**src/rtl/fetch_predecoder_pkg.sv**
```systemverilog
// Shared definitions for the fetch predecoder: RISC-V control-flow opcodes,
// the fetch FSM state type and immediate/link-register helpers.
package fetch_pkg;

  localparam logic [6:0] OP_JAL    = 7'b1101111;
  localparam logic [6:0] OP_JALR   = 7'b1100111;
  localparam logic [6:0] OP_BRANCH = 7'b1100011;

  typedef enum logic [1:0] {
    S_REQ,
    S_WAIT,
    S_DEC,
    S_ISSUE
  } fetch_state_e;

  // x1 (ra) and x5 (t0) are the architectural link registers.
  function automatic logic isLinkReg(input logic [4:0] r);
    return (r == 5'd1) || (r == 5'd5);
  endfunction

  function automatic logic [31:0] immJ(input logic [31:0] inst);
    return {{12{inst[31]}}, inst[19:12], inst[20], inst[30:21], 1'b0};
  endfunction

  function automatic logic [31:0] immB(input logic [31:0] inst);
    return {{20{inst[31]}}, inst[7], inst[30:25], inst[11:8], 1'b0};
  endfunction

endpackage

```
**src/rtl/bht_2bit.sv**
```systemverilog
// Branch history table of 2-bit saturating counters: one combinational read
// port and one synchronous training port; a same-cycle read sees the old value.
module bht_2bit #(
  parameter int BHT_BITS = 6
) (
  input  logic                clk,
  input  logic                rst,
  input  logic [BHT_BITS-1:0] rd_idx_i,
  output logic                rd_taken_o,
  input  logic                upd_en_i,
  input  logic [BHT_BITS-1:0] upd_idx_i,
  input  logic                upd_taken_i
);

  localparam int ENTRIES = 1 << BHT_BITS;

  logic [1:0] ctr_q [ENTRIES];
  logic [1:0] updCtr;
  logic [1:0] updCtr_d;

  assign rd_taken_o = ctr_q[rd_idx_i][1];
  assign updCtr     = ctr_q[upd_idx_i];

  always_comb begin
    updCtr_d = updCtr;
    if (upd_taken_i && (updCtr != 2'b11)) begin
      updCtr_d = updCtr + 2'b01;
    end else if (!upd_taken_i && (updCtr != 2'b00)) begin
      updCtr_d = updCtr - 2'b01;
    end
  end

  // Every counter starts weakly not-taken.
  always_ff @(posedge clk) begin
    if (rst) begin
      for (int i = 0; i < ENTRIES; i++) begin
        ctr_q[i] <= 2'b01;
      end
    end else if (upd_en_i) begin
      ctr_q[upd_idx_i] <= updCtr_d;
    end
  end

endmodule

```
**src/rtl/fetch_predecoder.sv**
```systemverilog
// Fetch front end: one instruction at a time through request, wait, predecode
// and issue, predicting the next PC from jal/jalr/branch, the BHT and the call stack.
module fetch_predecoder
  import fetch_pkg::*;
#(
  parameter int                ADDR_W   = 17,
  parameter int                BHT_BITS = 6,
  parameter logic [ADDR_W-1:0] RESET_PC = '0
) (
  input  logic              clk,
  input  logic              rst,
  output logic              ic_req_valid,
  output logic [ADDR_W-1:0] ic_req_addr,
  input  logic              ic_resp_valid,
  input  logic [31:0]       ic_resp_inst,
  input  logic              iq_full,
  output logic              iq_push,
  output logic [31:0]       iq_inst,
  output logic [ADDR_W-1:0] iq_pc,
  output logic              iq_pred_taken,
  output logic [ADDR_W-1:0] iq_pred_pc,
  input  logic              flush_en,
  input  logic [ADDR_W-1:0] flush_pc,
  input  logic              bp_upd_en,
  input  logic [ADDR_W-1:0] bp_upd_pc,
  input  logic              bp_upd_taken,
  output logic              rs_en,
  output logic              rs_push_mode,
  output logic [ADDR_W-1:0] rs_push_addr,
  input  logic [ADDR_W-1:0] rs_top
);

  fetch_state_e      state_q;
  logic [ADDR_W-1:0] pc_q;
  logic              discard_q;
  logic              reqValid_q;
  logic [ADDR_W-1:0] reqAddr_q;
  logic [31:0]       inst_q;
  logic [ADDR_W-1:0] iqPc_q;
  logic              predTaken_q;
  logic [ADDR_W-1:0] predPc_q;
  logic              rsActive_q;
  logic              pushMode_q;
  logic [ADDR_W-1:0] pushAddr_q;

  logic              decTaken_d;
  logic [ADDR_W-1:0] decPred_d;
  logic              decRsEn_d;
  logic              decPush_d;

  logic [6:0]        opcode;
  logic [4:0]        rd;
  logic [4:0]        rs1;
  logic              isRet;
  logic [ADDR_W-1:0] seqPc;
  logic [ADDR_W-1:0] jalTgt;
  logic [ADDR_W-1:0] brTgt;
  logic              bhtTaken;
  logic              issueFire;
  logic              unusedUpdBits;

  assign unusedUpdBits = ^{bp_upd_pc[ADDR_W-1:BHT_BITS+2], bp_upd_pc[1:0]};

  bht_2bit #(
    .BHT_BITS (BHT_BITS)
  ) u_bht (
    .clk         (clk),
    .rst         (rst),
    .rd_idx_i    (pc_q[BHT_BITS+1:2]),
    .rd_taken_o  (bhtTaken),
    .upd_en_i    (bp_upd_en),
    .upd_idx_i   (bp_upd_pc[BHT_BITS+1:2]),
    .upd_taken_i (bp_upd_taken)
  );

  assign opcode = inst_q[6:0];
  assign rd     = inst_q[11:7];
  assign rs1    = inst_q[19:15];
  assign isRet  = (rd == 5'd0) && isLinkReg(rs1) && (inst_q[31:20] == 12'd0);
  assign seqPc  = pc_q + ADDR_W'(4);
  assign jalTgt = pc_q + ADDR_W'(immJ(inst_q));
  assign brTgt  = pc_q + ADDR_W'(immB(inst_q));

  always_comb begin
    decTaken_d = 1'b0;
    decPred_d  = seqPc;
    decRsEn_d  = 1'b0;
    decPush_d  = 1'b0;
    case (opcode)
      OP_JAL: begin
        decTaken_d = 1'b1;
        decPred_d  = jalTgt;
        if (isLinkReg(rd)) begin
          decRsEn_d = 1'b1;
          decPush_d = 1'b1;
        end
      end
      OP_JALR: begin
        if (isRet) begin
          decTaken_d = 1'b1;
          decPred_d  = rs_top;
          decRsEn_d  = 1'b1;
        end else if (isLinkReg(rd)) begin
          decRsEn_d = 1'b1;
          decPush_d = 1'b1;
        end
      end
      OP_BRANCH: begin
        if (bhtTaken) begin
          decTaken_d = 1'b1;
          decPred_d  = brTgt;
        end
      end
      default: ;
    endcase
  end

  // The enqueue strobe must react to iq_full in the same cycle, so it is the
  // only combinational output; the stack op rides on it.
  assign issueFire     = (state_q == S_ISSUE) && !iq_full && !flush_en && !rst;
  assign iq_push       = issueFire;
  assign rs_en         = issueFire && rsActive_q;
  assign ic_req_valid  = reqValid_q;
  assign ic_req_addr   = reqAddr_q;
  assign iq_inst       = inst_q;
  assign iq_pc         = iqPc_q;
  assign iq_pred_taken = predTaken_q;
  assign iq_pred_pc    = predPc_q;
  assign rs_push_mode  = pushMode_q;
  assign rs_push_addr  = pushAddr_q;

  always_ff @(posedge clk) begin
    if (rst) begin
      state_q     <= S_REQ;
      pc_q        <= RESET_PC;
      discard_q   <= 1'b0;
      reqValid_q  <= 1'b0;
      reqAddr_q   <= '0;
      inst_q      <= '0;
      iqPc_q      <= '0;
      predTaken_q <= 1'b0;
      predPc_q    <= '0;
      rsActive_q  <= 1'b0;
      pushMode_q  <= 1'b0;
      pushAddr_q  <= '0;
    end else if (flush_en) begin
      // An outstanding request will still answer once; drop that answer,
      // unless it is arriving right now and is already being ignored.
      state_q    <= S_REQ;
      pc_q       <= flush_pc;
      reqValid_q <= 1'b1;
      reqAddr_q  <= flush_pc;
      discard_q  <= reqValid_q && !ic_resp_valid;
    end else begin
      case (state_q)
        S_REQ: begin
          reqValid_q <= 1'b1;
          reqAddr_q  <= pc_q;
          state_q    <= S_WAIT;
        end
        S_WAIT: begin
          if (ic_resp_valid) begin
            if (discard_q) begin
              discard_q <= 1'b0;
            end else begin
              inst_q     <= ic_resp_inst;
              reqValid_q <= 1'b0;
              state_q    <= S_DEC;
            end
          end
        end
        S_DEC: begin
          iqPc_q      <= pc_q;
          predTaken_q <= decTaken_d;
          predPc_q    <= decPred_d;
          rsActive_q  <= decRsEn_d;
          pushMode_q  <= decPush_d;
          pushAddr_q  <= seqPc;
          state_q     <= S_ISSUE;
        end
        S_ISSUE: begin
          if (!iq_full) begin
            pc_q       <= predPc_q;
            reqValid_q <= 1'b1;
            reqAddr_q  <= predPc_q;
            state_q    <= S_REQ;
          end
        end
        default: state_q <= S_REQ;
      endcase
    end
  end

endmodule

```
**config.mk**
```make
export PLATFORM = sky130hd
export DESIGN_NAME = fetch_predecoder
export DESIGN_NICKNAME = d
export VERILOG_FILES = /design/src/rtl/fetch_predecoder_pkg.sv /design/src/rtl/bht_2bit.sv /design/src/rtl/fetch_predecoder.sv
export SDC_FILE = /design/constraint.sdc
export NUM_CORES = 1
export LEC_CHECK = 0
export BUFFER_PORTS_ARGS = -buffer_cell sky130_fd_sc_hd__buf_2
export CELL_PAD_IN_SITES_DETAIL_PLACEMENT = 1
export CELL_PAD_IN_SITES_GLOBAL_PLACEMENT = 1
export CORE_UTILIZATION = 40
export DETAILED_ROUTE_END_ITERATION = 10
export PLACE_DENSITY_LB_ADDON = 0.2
export SETUP_SLACK_MARGIN = 0.05
export SYNTH_ARGS = -nofsm -noshare
export SYNTH_HDL_FRONTEND = slang
export SYNTH_SLANG_ARGS = --single-unit
export TNS_END_PERCENT = 1
```
**constraint.sdc**
```tcl
create_clock -name clk -period 3.6 [get_ports clk]
set_input_delay 0.72 -clock clk [delete_from_list [all_inputs] [get_ports clk]]
set_output_delay 0.72 -clock clk [all_outputs]
set_load 0.02 [all_outputs]
```
==> run_results.csv, run 1 <==
group,metric,value,unit
global_routing,antenna_found_initial,3,
final_layout,seq_area,0.006406,sq mm
detailed_routing,routed_wl,53580,um
sta,drv_slew,0,
pwr,sw_frac_of_total,27.34,%
final_layout,area_growth,20.53,%
pwr,p_clk_share,41.3,%
run_status,status,"completed",
final_layout,multiInputGateArea,0.007316,sq mm
detailed_routing,drtPass1Iterations,5,
sta,finalSetupViolCount,0,
sta,clock_skew,0.01180,ns
die,rows,68,
setup_path,arrival,3.74,ns
setup_path,cp_common_cell,"buf_4",
sta,fin_crit,3.451,ns
synthesis,synth_common_cells,"240 x nand2_1, 190 x nor2_1, 128 x dfxtp_1, 128 x edfxtp_1, 124 x a21oi_1",
synthesis,yosysUniqueCellTypes,74,
die,die_h,191.3,um
synthesis,synth_top_family_by_area,"simple AND/OR/NAND/NOR gates",
run,maxCapViolCount,0,
clock_network,path_clk_slew,0.06,ns
final_layout,layout-drive-gt1-share,22.36,%
synthesis,synth_top_area_cell,"edfxtp_1",
sta,setup_slack,0.1489,ns
final_layout,fillers,4063,
final_layout,nets,1905,
detailed_routing,first_iter_violations,975,
placement,dpl-instance-area,0.01620,sq mm
detailed_routing,drc,0,
global_routing,grt_pass1_wl,79950,um
setup_path,critPathSlowestCell,"nor2b_1",
placement,place_hpwl,40070,um
die,die_w,191.3,um
detailed_routing,post_drt_wl_per_cell,23.72,um
global_routing,grt_max_degree,74,
synthesis,synth_cells,1594,
synthesis,yosys_warnings,0,
clock_network,cts-hold-fix-buffers,0,
synthesis,ys.flop_type,"edfxtp_1",
final_layout,layout.cells.non_filler,2259,
global_routing,grt_pass1_vias,13520,
placement,post-place-ws,-0.7334,ns
pwr,power.net_switching,2.067,mW
pwr,power.share.combinational,15.9,%
setup_path,critPathMaxFanout,36,
hold_path,hold_path.class,"input port to register",
detailed_routing,antenna_left,0,
setup_path,startpoint_type,"input port",
setup_path,end_kind,"register",
pwr,finalPower,7.560,mW
clock_network,cts_root_buf,"clkbuf_16",
clock_network,cts_buffers,30,
synthesis,synth_edf_count,128,
placement,gp_congestion,0.9209,
pwr,leakage,6.535,nW
synthesis,synth-seq-area-share,44.70,%
pwr,seqPwrFrac,42.8,%
clock_network,htreeDepth,1,
synthesis,synth_compound_area_share,16.09,%
die,io_pins,195,
sta,grt_setup_unrepaired,"yes",
synthesis,synth_nets,1717,
synthesis,synthTopCellsByArea,"edfxtp_1 27%, dfxtp_1 18%, nand2_1 6.3%",
pwr,internal_power,5.493,mW
sta,worstMarginPinSlew,0.8968,ns
sta,fmax,289.8,MHz
sta,final_hold_viol_count,0,
synthesis,synthMuxAreaShare,9.011,%
synthesis,synth_xor_area_share,2.192,%
clock_network,cts_sinks,256,
synthesis,yosys.area_share.adder,2.986,%
sta,whs,0.4008,ns
synthesis,async_flop_share,0,%
clock_network,worstSkewPairLatency,0.57,ns
setup_path,path_cells,"buf_6 > buf_4 > nor2b_1 > o2bb2ai_1 > o21bai_1 > a21oi_1 > a2111oi_2 > buf_4 > nand4_1 > buf_4 > inv_1 > ha_1 > nor2b_2 > nor2_2 > xnor2_4 > buf_12 > nand3_1",
pwr,p_per_area,437.7,mW/mm^2
die,fp.coreArea,0.03488,sq mm
synthesis,synth.most_common_cell,"nand2_1",
setup_path,criticalPathCategory,"input port to register",
synthesis,syn_avg_cell_area,8.990,sq um
global_routing,grt-ovfl-total,0,
final_layout,fin_area,0.01727,sq mm
sta,fin_setup_tns,0,ns
synthesis,synth-seq-cells,256,
setup_path,crit_buf_inv,6,
die,dieArea,0.03659,sq mm
placement,portBuffers,183,
detailed_routing,avgViaCountPerCell,5.938,
clock_network,cts_tree,"built",
sta,final.period_utilization,95.86,%
synthesis,syn_area,0.01433,sq mm
setup_path,cp_top_family,"simple AND/OR/NAND/NOR gates",
final_layout,finish.utilization,49.51,%
global_routing,grt_use_total,28.97,%
synthesis,yosys.area_share.simple,20.11,%
synthesis,yosysTopAreaCellShare,26.82,%
detailed_routing,num_vias,13410,
pwr,peakVddDrop,0.0003486,V
setup_path,worstPathRequired,3.89,ns
clock_network,clk_path_buf_depth,3,
sta,relSlewSlack,40.21,%
placement,place_inst,2204,
setup_path,cpPeakStageDelay,0.48,ns
die,initial_core_util,41.08,%
## logic make-up after synthesis
kind of cell             Yosys count
XOR/XNOR                          35
adder cells (fa/ha/maj)           33
multiplexers                     100
flip-flops                       256
buffers and inverters            164
AO/OA/AOI/OAI                    359
AND/OR/NAND/NOR                  647
## registers in the layout, indices dropped and copies added, names as in the netlist, named ones only
| register | count |
|---|---|
| u_bht.ctr_q | 128 |
| iq_inst | 32 |
| ic_req_addr | 17 |
| iq_pc | 17 |
| iq_pred_pc | 17 |
| pc_q | 17 |
| rs_push_addr | 15 |
| state_q | 2 |
| discard_q | 1 |
| ic_req_valid | 1 |
| iq_pred_taken | 1 |
| rsActive_q | 1 |
| rs_push_mode | 1 |
## cell usage in the layout, fill, tap and decap left out, types with 51 or more instances in the layout
cell type | netlist | final
nand2_1 | 240 | 240
nor2_1 | 190 | 189
buf_2 | 18 | 179
dfxtp_1 | 128 | 128
edfxtp_1 | 128 | 128
a21oi_1 | 124 | 123
buf_4 | 15 | 103
mux2i_1 | 66 | 66
o21ai_0 | 66 | 64
nand3_1 | 63 | 63
nor3_1 | 53 | 51
## layout make-up
type	count	area share, %
Tap cell	455	3.296
Antenna cell	2	0.02898
Inverter	24	0.5216
Timing Repair Buffer	296	10.95
Clock inverter	7	0.6158
Sequential cell	256	37.09
Clock buffer	45	5.136
Multi-Input combinational cell	1174	42.36
## tightest hold or removal path: stages
cell	delay, ns
buf_2	0.10
nand2_1	0.05
a21oi_1	0.05
## worst paths after layout
check	start	to	slack (ns)	cells past startpoint
worst min-delay path	ic_resp_inst[22]	iq_inst[22]	0.40	3
worst min register to register	iq_pc[6]	iq_pc[6]	0.45	2
worst max-delay path	bp_upd_pc[2]	u_bht.ctr_q[42][0]	0.15	17
worst max register to register	u_bht.ctr_q[45][1]	u_bht.ctr_q[59][1]	0.18	11
## power by group through the flow
| stage | logic [mW] | registers [mW] | clock network [mW] |
|---|---|---|---|
| after floorplan | 0.677 | 3.28 | 0 |
| after global placement | 1.15 | 3.29 | 0 |
| after detailed placement | 1.17 | 3.29 | 0 |
| after CTS | 1.19 | 3.23 | 3.16 |
| after global routing | 1.29 | 3.24 | 3.26 |
| final | 1.20 | 3.23 | 3.12 |
## metal layers
metal / track usage, % / share of wire [%] / wire length [um] / up-vias
met5: 0 / 0.062 / 33 / -
met2: 47.58 / 47 / 25020 / 501
li1: - / - / - / 6121
met1: 38.18 / 43 / 22780 / 6661
met3: 4.718 / 7.0 / 3751 / 127
met4: 10.90 / 3.7 / 1998 / 4
## repair_timing
item,in CTS,in global routing
gates cloned,0,0
resized for setup,11,8
endpoints found under the setup margin,123,128
buffers inserted,1,0
pin swaps,1,1
(Power assumes the default switching activity.)
==> run 2, diff against run 1 <==
--- a/config.mk
+++ b/config.mk
@@ -5,10 +5,11 @@
 export SDC_FILE = /design/constraint.sdc
 export NUM_CORES = 1
 export LEC_CHECK = 0
-export BUFFER_PORTS_ARGS = -buffer_cell sky130_fd_sc_hd__buf_2
+export BUFFER_PORTS_ARGS = -buffer_cell sky130_fd_sc_hd__buf_4
 export CELL_PAD_IN_SITES_DETAIL_PLACEMENT = 1
 export CELL_PAD_IN_SITES_GLOBAL_PLACEMENT = 1
-export CORE_UTILIZATION = 40
+export CORE_MARGIN = 2
+export CORE_UTILIZATION = 44
 export DETAILED_ROUTE_END_ITERATION = 10
 export PLACE_DENSITY_LB_ADDON = 0.2
 export SETUP_SLACK_MARGIN = 0.05
==> constraint.sdc (replaced) <==
create_clock -name clk -period 3.2 [get_ports clk]
set_input_delay 0.64 -clock clk [delete_from_list [all_inputs] [get_ports clk]]
set_output_delay 0.64 -clock clk [all_outputs]
set_load 0.02 [all_outputs]
==> run 2 against run 1 <==
  * Critical path type is now register to register
  * Cell count increased by 0.40%
  * Total power increased by 14%
  * The run now ends with negative setup slack left
  * Sequential cell count unchanged
  * Non-clock buffer count increased by 22
==> run_results.csv, run 2 (synthesis results as in run 1) <==
group,metric,value,unit
run_status,status,"complete, but fails checks",
run_status,violations,"negative setup slack",
placement,portBuffers,183,
pwr,p_clk_share,40.6,%
run,maxCapViolCount,0,
detailed_routing,first_iter_violations,1300,
detailed_routing,routed_wl,52430,um
die,initial_core_util,44.38,%
setup_path,cpPeakStageDelay,0.52,ns
pwr,p_per_area,477.5,mW/mm^2
final_layout,layout.cells.non_filler,2268,
detailed_routing,drtPass1Iterations,5,
setup_path,cp_num_cells,12,
hold_path,min_from,"ic_resp_inst[14]",
clock_network,htreeDepth,1,
final_layout,largest_register_ffs,128,
placement,gp_congestion,0.9341,
final_layout,fin_area,0.01801,sq mm
sta,fmax,291.8,MHz
setup_path,cp_top_family,"compound AO/OA/AOI/OAI gates",
sta,grt_setup_unrepaired,"yes",
sta,clock_skew,0.02163,ns
placement,post-place-ws,-1.000,ns
clock_network,cts_root_buf,"clkbuf_16",
final_layout,area_growth,25.70,%
setup_path,criticalPathCategory,"register to register",
pwr,seqPwrFrac,42.3,%
global_routing,grt_use_total,30.39,%
die,dieArea,0.03403,sq mm
placement,dpl-instance-area,0.01686,sq mm
detailed_routing,post_drt_wl_per_cell,23.12,um
sta,relSlewSlack,47.92,%
clock_network,path_clk_slew,0.06,ns
global_routing,grt-ovfl-total,0,
final_layout,regMostFlops,"u_bht.ctr_q",
die,rows,66,
die,die_w,184.5,um
placement,place_hpwl,38930,um
sta,worstMarginPinSlew,0.7813,ns
die,fp.coreArea,0.03229,sq mm
sta,drv_slew,0,
final_layout,nets,1926,
sta,fin_crit,3.427,ns
pwr,power.share.combinational,17.1,%
sta,final_hold_viol_count,0,
setup_path,r2r_cells,12,
setup_path,r2r_slack,-0.23,ns
setup_path,worstPathRequired,3.50,ns
global_routing,grt_pass1_wl,79440,um
clock_network,cts_sinks,256,
clock_network,clk_path_buf_depth,3,
global_routing,grt_pass1_vias,13490,
setup_path,arrival,3.73,ns
sta,finalSetupViolCount,128,
final_layout,fillers,3682,
clock_network,cts_buffers,29,
pwr,internal_power,6.181,mW
setup_path,crit_buf_inv,4,
clock_network,cts_tree,"built",
pwr,power.net_switching,2.421,mW
sta,fin_setup_tns,-19.57,ns
final_layout,mostFrequentLayoutCells,"300 x buf_4, 239 x nand2_1, 187 x nor2_1, 128 x edfxtp_1, 125 x dfxtp_1",
final_layout,mostFrequentLayoutCell,"buf_4",
detailed_routing,avgViaCountPerCell,5.955,
final_layout,layout-drive-gt1-share,24.70,%
detailed_routing,antenna_left,0,
sta,final.period_utilization,107.1,%
sta,setup_slack,-0.2272,ns
global_routing,grt_max_degree,122,
pwr,sw_frac_of_total,28.14,%
hold_path,hold_path.class,"input port to register",
setup_path,reg2reg_from,"u_bht.ctr_q[45][1]",
placement,place_inst,2211,
setup_path,end_kind,"register",
setup_path,endpoint,"u_bht.ctr_q[43][1]",
clock_network,worstSkewPairLatency,0.58,ns
global_routing,antenna_found_initial,0,
setup_path,crit_start,"u_bht.ctr_q[45][1]",
setup_path,reg2reg_to,"u_bht.ctr_q[43][1]",
final_layout,diodes,0,
detailed_routing,drc,0,
clock_network,cts-hold-fix-buffers,0,
die,die_h,184.5,um
setup_path,path_cells,"mux4_2 > nand2_2 > a21oi_2 > or4_4 > a2111oi_4 > inv_1 > ha_2 > buf_6 > o311ai_4 > buf_12 > buf_12 > nor3_1",
setup_path,cp_common_cell,"buf_12",
setup_path,critPathSlowestCell,"or4_4",
setup_path,startpoint_type,"register",
pwr,peakVddDrop,0.0005204,V
pwr,leakage,6.741,nW
setup_path,critPathMaxFanout,11,
die,io_pins,195,
detailed_routing,num_vias,13510,
-- run 2: cell count changes in the layout (fill, tap and decap cells not counted), moves of 3 or more --
| cell | delta |
|---|---|
| dfxtp_2 | +3 |
| buf_12 | +4 |
| clkinv_2 | +5 |
| nor3_2 | +4 |
| nor3_1 | -4 |
| clkbuf_1 | -6 |
| dfxtp_1 | -3 |
| buf_4 | +197 |
| buf_2 | -179 |
-- run 2: worst min path at each step --
stage                   to  depth (start not counted)
4_1_cts        iq_inst[17]                          3
3_3_place_gp   iq_inst[17]                          2
2_1_floorplan     iq_pc[0]                          2
3_5_place_dp   iq_inst[17]                          2
6_report       iq_inst[14]                          3
5_1_grt         iq_inst[5]                          3
-- run 2: layout make-up --
cell class / count / area (sq um) / share of cell area [%]
inverter: 24 / 90.09 / 0.5001
sequential: 256 / 6410 / 35.59
multi-input combinational: 1174 / 7392 / 41.04
clock buffer: 36 / 804.5 / 4.467
tap: 442 / 553.0 / 3.070
timing repair buffer: 318 / 2567 / 14.25
clock inverter: 18 / 195.2 / 1.084
-- run 2: power groups by stage --
stage	logic, mW	clock network, mW	registers (mW)
2_1_floorplan	0.789	0	3.69
3_3_place_gp	1.32	0	3.70
6_report	1.47	3.49	3.64
4_1_cts	1.44	3.54	3.63
3_5_place_dp	1.37	0	3.70
5_1_grt	1.57	3.64	3.64
-- run 2: timing repair --
item	4_1_cts	5_1_grt
endpoints found under the hold margin	0	0
gates cloned	1	0
endpoints found under the setup margin	129	134
buffers inserted	2	0
pin swaps	3	1
gates resized for setup	13	18
-- run 2: per-stage QoR --
stage               hold WS (ns)  total power [mW]  utilization, %
floorplan                 0.4570             4.478               -
global placement          0.4462             5.019           52.21
detailed placement        0.4520             5.067           52.21
CTS                       0.2989             8.603           55.59
global route              0.3192             8.852           55.79
finish                    0.3187             8.602           55.79
-- run 2: worst min-delay path, cell delays in order --
cell     delay (ns)
buf_4          0.11
nand2_1        0.04
a21oi_1        0.05
-- run 2: layer usage --
metal / up-vias / share of wire, % / GRT usage, %
li1: 6158 / - / -
met1: 6729 / 45 / 43.70
met2: 536 / 45 / 48.33
met3: 82 / 7.3 / 3.813
met4: 0 / 2.4 / 8.064
met5: - / 0 / 0
